[src/rtl/inc_seq_pkg.sv]
// Shared types and default sizing for the increment sequencer and its arbiter.
// Used by increment_sequencer and inc_arbiter.
package inc_seq_pkg;

    localparam int DEF_WIDTH         = 16;
    localparam int DEF_SETTLE_CYCLES = 2;

    typedef enum logic [2:0] {
        IDLE   = 3'd0,
        SELECT = 3'd1,
        SETTLE = 3'd2,
        WRITE  = 3'd3,
        DONE   = 3'd4
    } state_t;

    typedef enum logic {
        REQ_PC = 1'b0,
        REQ_XY = 1'b1
    } req_id_t;

    function automatic req_id_t other_req(input req_id_t id);
        return (id == REQ_PC) ? REQ_XY : REQ_PC;
    endfunction

endpackage

[src/rtl/inc_arbiter.sv]
// Picks which requester owns the shared incrementer for the next operation.
// Build option INC_SEQ_ROUND_ROBIN_EN: alternate on contention instead of fixed PC priority.
module inc_arbiter
    import inc_seq_pkg::*;
(
    input  logic    clock,
    input  logic    reset,
    input  logic    pc_req,
    input  logic    xy_req,
    input  logic    grant_en,
    output req_id_t grant
);

`ifdef INC_SEQ_ROUND_ROBIN_EN
    req_id_t rr_q;
    req_id_t rr_d;

    // Pointer names the winner on contention; after any grant it points away from the winner.
    always_comb begin
        grant = pc_req ? REQ_PC : REQ_XY;
        if (pc_req && xy_req) begin
            grant = rr_q;
        end
        rr_d = rr_q;
        if (grant_en) begin
            rr_d = other_req(grant);
        end
    end

    always_ff @(posedge clock) begin
        if (reset) begin
            rr_q <= REQ_PC;
        end else begin
            rr_q <= rr_d;
        end
    end
`else
    logic unused_arb;
    assign unused_arb = ^{clock, reset, grant_en};

    always_comb begin
        grant = pc_req ? REQ_PC : REQ_XY;
    end
`endif

endmodule

[src/rtl/increment_sequencer.sv]
// Time-shares one WIDTH-bit incrementer between the PC and XY registers via the address bus.
// Build option INC_SEQ_ROUND_ROBIN_EN selects round-robin arbitration (see inc_arbiter).
module increment_sequencer
    import inc_seq_pkg::*;
#(
    parameter int WIDTH         = DEF_WIDTH,
    parameter int SETTLE_CYCLES = DEF_SETTLE_CYCLES
) (
    input  logic             clock,
    input  logic             reset,
    input  logic             pc_req,
    input  logic             xy_req,
    input  logic [WIDTH-1:0] addr_bus_in,
    output logic             pc_ack,
    output logic             xy_ack,
    output logic             busy,
    output logic             sel_pc,
    output logic             sel_xy,
    output logic             drive_inc,
    output logic             ld_pc,
    output logic             ld_xy,
    output logic [WIDTH-1:0] inc_result,
    output logic             wrap
);

    localparam int CNT_W = (SETTLE_CYCLES > 1) ? $clog2(SETTLE_CYCLES) : 1;
    localparam logic [CNT_W-1:0] CNT_LAST =
        CNT_W'((SETTLE_CYCLES > 0) ? SETTLE_CYCLES - 1 : 0);

    state_t            state_q, state_d;
    req_id_t           grant_q, grant_d;
    logic [CNT_W-1:0]  cnt_q, cnt_d;
    logic [WIDTH-1:0]  inc_reg_q, inc_reg_d;
    logic              wrap_q, wrap_d;
    logic              grant_en;
    req_id_t           arb_grant;

    inc_arbiter u_arbiter (
        .clock    (clock),
        .reset    (reset),
        .pc_req   (pc_req),
        .xy_req   (xy_req),
        .grant_en (grant_en),
        .grant    (arb_grant)
    );

    always_comb begin
        state_d   = state_q;
        grant_d   = grant_q;
        cnt_d     = cnt_q;
        inc_reg_d = inc_reg_q;
        wrap_d    = wrap_q;
        grant_en  = 1'b0;
        case (state_q)
            IDLE: begin
                if (pc_req || xy_req) begin
                    grant_en = 1'b1;
                    grant_d  = arb_grant;
                    state_d  = SELECT;
                end
            end
            SELECT: begin
                inc_reg_d = addr_bus_in;
                cnt_d     = '0;
                state_d   = (SETTLE_CYCLES == 0) ? WRITE : SETTLE;
            end
            SETTLE: begin
                if (cnt_q == CNT_LAST) begin
                    state_d = WRITE;
                end else begin
                    cnt_d = cnt_q + CNT_W'(1);
                end
            end
            WRITE: begin
                // Carry out of the incrementer happens exactly when the source is all-ones.
                wrap_d  = &inc_reg_q;
                state_d = DONE;
            end
            DONE: begin
                state_d = IDLE;
            end
            default: begin
                state_d = IDLE;
            end
        endcase
    end

    // Strobes depend only on registered state so the bus drivers never see glitches.
    always_comb begin
        sel_pc    = 1'b0;
        sel_xy    = 1'b0;
        drive_inc = 1'b0;
        ld_pc     = 1'b0;
        ld_xy     = 1'b0;
        pc_ack    = 1'b0;
        xy_ack    = 1'b0;
        case (state_q)
            SELECT: begin
                sel_pc = (grant_q == REQ_PC);
                sel_xy = (grant_q == REQ_XY);
            end
            WRITE: begin
                drive_inc = 1'b1;
                ld_pc     = (grant_q == REQ_PC);
                ld_xy     = (grant_q == REQ_XY);
            end
            DONE: begin
                pc_ack = (grant_q == REQ_PC);
                xy_ack = (grant_q == REQ_XY);
            end
            default: begin
            end
        endcase
    end

    assign busy       = (state_q != IDLE);
    assign inc_result = inc_reg_q + WIDTH'(1);
    assign wrap       = wrap_q;

    always_ff @(posedge clock) begin
        if (reset) begin
            state_q   <= IDLE;
            grant_q   <= REQ_PC;
            cnt_q     <= '0;
            inc_reg_q <= '0;
            wrap_q    <= 1'b0;
        end else begin
            state_q   <= state_d;
            grant_q   <= grant_d;
            cnt_q     <= cnt_d;
            inc_reg_q <= inc_reg_d;
            wrap_q    <= wrap_d;
        end
    end

endmodule
[config.mk]
export PLATFORM = sky130hd
export DESIGN_NAME = increment_sequencer
export DESIGN_NICKNAME = d
export VERILOG_FILES = /design/src/rtl/inc_seq_pkg.sv /design/src/rtl/inc_arbiter.sv /design/src/rtl/increment_sequencer.sv
export SDC_FILE = /design/constraint.sdc
export NUM_CORES = 1
export LEC_CHECK = 0
export CORE_MARGIN = 4
export CORE_UTILIZATION = 43
export CTS_CLUSTER_SIZE = 10
export DETAILED_ROUTE_END_ITERATION = 12
export GPL_ROUTABILITY_DRIVEN = 0
export PLACE_DENSITY = 0.79
export SYNTH_ARGS = -nofsm -noshare
export SYNTH_HDL_FRONTEND = slang
export SYNTH_HIERARCHICAL = 1
export SYNTH_SLANG_ARGS = --single-unit
[constraint.sdc]
create_clock -name clock -period 1.72 [get_ports clock]
set_input_delay 0.344 -clock clock [delete_from_list [all_inputs] [get_ports clock]]
set_output_delay 0.344 -clock clock [all_outputs]
set_load 0.02 [all_outputs]
* Yosys cells after proc, flatten, opt, wreduce, memory -nomap -nowiden
Index checks and enable logic that the tools add are counted.
** Storage, ports and cells
- Register bits :: 22
- Bits of input ports :: 20
- Output and inout port bits :: 25
- Word-level logic and storage cells :: 34
** Cells by class
- $add $sub $neg :: 2
- Eq/ne operators :: 6
- Multiplexer cells :: 13
- Bitwise gates (word level) :: 1
- Reduce and logical (&&, ||, !) cells :: 7
** Operator list (number)
- adder 16 x 1 -> 16 bit, second input constant :: 1
- AND reduction 16 bit :: 1
- one-hot mux 3 bit (4 select lines) :: 1
- two-way mux 1 bit :: 9
- == test 3 x 2 -> 1 bit, second input constant :: 2
- two-way mux 3 bit :: 2
- inequality test 2 bit, second input constant :: 2
- AND reduction 2 bit :: 2
- == test 3 x 1 -> 1 bit, second input constant :: 1
- == test 3 bit, second input constant :: 1
- zero test 3 bit :: 1
- nonzero test 3 bit :: 1
- one-hot mux 1 bit (2 select lines) :: 1
- nonzero test 2 bit :: 1
- adder 1 bit, second input constant :: 1
- logical OR 1 bit :: 1
- inverter 1 bit :: 1

* Logic depth before layout (Yosys ltp)
- Depth in word-level cells :: 3
- Mapped depth :: 6
- Gate-level depth less buffers :: 4

* By module
Netlist, hierarchy kept.
** Modules (own cells, without submodules)
- increment_sequencer :: instances 1, cells an instance 129, area each 1152.4 um^2, seq. area each 440.4 um^2
- inc_arbiter :: instances 1, cells an instance 1, area each 3.8 um^2, seq. area each 0.0 um^2

* Worst setup path before layout
Ideal clock, no wire load.
- Kind :: register to output
- Start point :: register inc_reg_q[0]
- End point :: output port inc_result[14]
- Data arrival time :: 1466 ps
- Data required time :: 1376 ps
- Slack :: -90 ps
- Cell stages (with the launch flop) :: 5
- Path buffers :: 0
- Path through :: dfxtp_1 -> ha_1 -> nand3_1 -> nor4_1 -> xor2_1
** Between the ends
- Longest elaborated chain between the ends :: 1
** Ends and longest elaborated chain
- start, declared :: RTL line increment_sequencer.sv:33 : logic [WIDTH-1:0] inc_reg_q, inc_reg_d;
- start signal, assigned :: RTL line increment_sequencer.sv:131 : inc_reg_q <= inc_reg_d;
- adder 16 x 1 -> 16 bit :: RTL line increment_sequencer.sv:117 : assign inc_result = inc_reg_q + WIDTH'(1);
- end, declared :: RTL line increment_sequencer.sv:22 : output logic [WIDTH-1:0] inc_result,
Every way passes these cells.

* Worst setup path after layout
- Start point :: register inc_reg_q[7]
- End point :: output port inc_result[9]
The elaborated chain is that of the path after synthesis.

==> results.ini <==
[status]
status=complete, but fails checks
violations=negative setup slack

[sta]
post-route-period-util=1.24
fin_ws_ns=-0.414
tightest_slew_ns=0.301
slew_headroom=0.798
finalHoldViolations=0
fin_hold_ws_ns=0.491
final-setup-viol-count=12
rsz0062_at_grt=true
period_minus_slack_ns=2.13
clock.fmax_mhz=469
drv_slew=0
skew_ns=0.00613

[detailed_routing]
drt-wirelength-per-cell_um=18.2
vias=1330
drtPass1Iterations=4
drt_iter0_drc=57
wirelength_um=4470
drc=0
ant_nets=0
viasPerCell=5.41

[clock_tree]
clockRootBuffer=clkbuf_4
clock_latency_ns=0.32
htreeDepth=1
clock-sinks=22
clockBufferDepth=2
cts_tree=yes
cts_buffers=3
cts_hold_buffers=0
clk_pin_slew_ns=0.11

[setup_path]
critPathTopFamily=buffers and inverters
cp-end-kind=output port
worst_ep_arrival_time_ns=1.79
path_cells=nand4_4, buf_4, nor3_2, xor2_1, buf_4
crit_fanout=5
startpoint_type=flip-flop
path_buf_inv=2
critical_path_required_ns=1.38
max_stage_delay_ns=0.39
critical-path-slowest-cell=dfxtp_2
path_class=reg -> out
cp_common_cell=buf_4

[global_routing]
grt_pass1_wl_um=6270
grt_overflow=0
grt_max_degree=12
grt_use_total=0.238
antenna_found_initial=0
grt_pass1_vias=1329

[synth]
ys_warn_count=6
syn_inst=129
syn_avg_cell_area_sq_um=8.93
syn_nets=150
syn-cell-area_sq_um=1150

[power_and_ir_drop]
max-vdd-ir-drop_uv=733
total_power_mw=1.47
power.density_nw_per_um2=706
power_leakage_nw=1.02

[placed_design]
dp_worst_setup_slack_ns=-0.380
dp_hpwl_um=2590
placedCellCount=232
io_buffers=44

[cells_and_area]
drive_above_1_share=0.477
layoutNonFillerInstCount=246
num_antenna_cells=0
area_growth_pct=80.5
fin_util=0.824
final_nets=239

[die]
row_count=18
die_x_um=59.8
core-area_sq_um=2520
die_h_um=59.8
fp.dieArea_sq_um=3570
io_pins=45
initial_utilization=0.457

[job]
cap_viol_max_count=0

[hold_path]
hp-class=reg -> reg

==> cell type report <==
type / count / area, sq um
sequential: 22 / 465
multi-input combinational: 95 / 807
timing repair buffer: 90 / 724
clock buffer: 3 / 22.5
fill: 141 / 443
inverter: 6 / 22.5
tap: 30 / 37.5
==> layout by cell type, fill, tap and decap left out, types with 3 or more instances in the layout <==
cell type,n
buf_4,54
nor2_1,20
clkdlybuf4s50_1,20
mux2i_1,16
xor2_1,10
dfxtp_1,10
dfxtp_2,8
buf_2,6
inv_1,5
buf_6,5
nand2_1,4
nand3_1,4
dfxtp_4,4
nor2_4,3
xnor2_1,3
nor4_4,3
o21ai_0,3
clkbuf_4,3
clkbuf_2,3
==> timing repair <==
action                                  CTS  global route
pin swaps                                15             8
resized for setup                       128            23
endpoints found under the setup margin   24            18
buffers inserted                          4             8
==> final timing paths <==
path | start | to | slack (ns) | depth (start not counted)
worst max-delay path | inc_reg_q[7] | inc_result[9] | -0.41 | 5
worst min-delay path | state_q[2] | state_q[1] | 0.49 | 1
worst max register to register | state_q[0] | inc_reg_q[8] | 0.31 | 5
worst min register to register | state_q[2] | state_q[1] | 0.49 | 1
==> per-layer routing <==
metal | GRT usage | wire length [um] | part of all wire
met4 | 0.108 | 132 | 0.030
met2 | 0.437 | 2270 | 0.51
met1 | 0.253 | 1720 | 0.38
met3 | 0.0562 | 347 | 0.078
met5 | 0 | 0 | 0
==> state kept, by name (all words and copies together), names as in the netlist <==
name	count
state_q	3
grant_q	1
inc_reg_q	16
cnt_q	1
wrap	1
==> where the power goes <==
part           leakage [nW]  total [mW]  switching, mW  internal (mW)
combinational         0.816       0.594          0.287          0.308
clock                0.0138       0.242          0.160         0.0822
sequential            0.186       0.632         0.0632          0.569
total                  1.02        1.47          0.510          0.959
==> metrics by stage <==
stage / TNS [ns] / cell area, sq um
2_1_floorplan: 0 / 1160
3_3_place_gp: -3.42 / 1870
3_5_place_dp: -3.94 / 1870
4_1_cts: -1.89 / 2000
5_1_grt: -3.58 / 2080
6_report: -2.91 / 2080
Note: power is estimated with default switching activity, not from simulation.
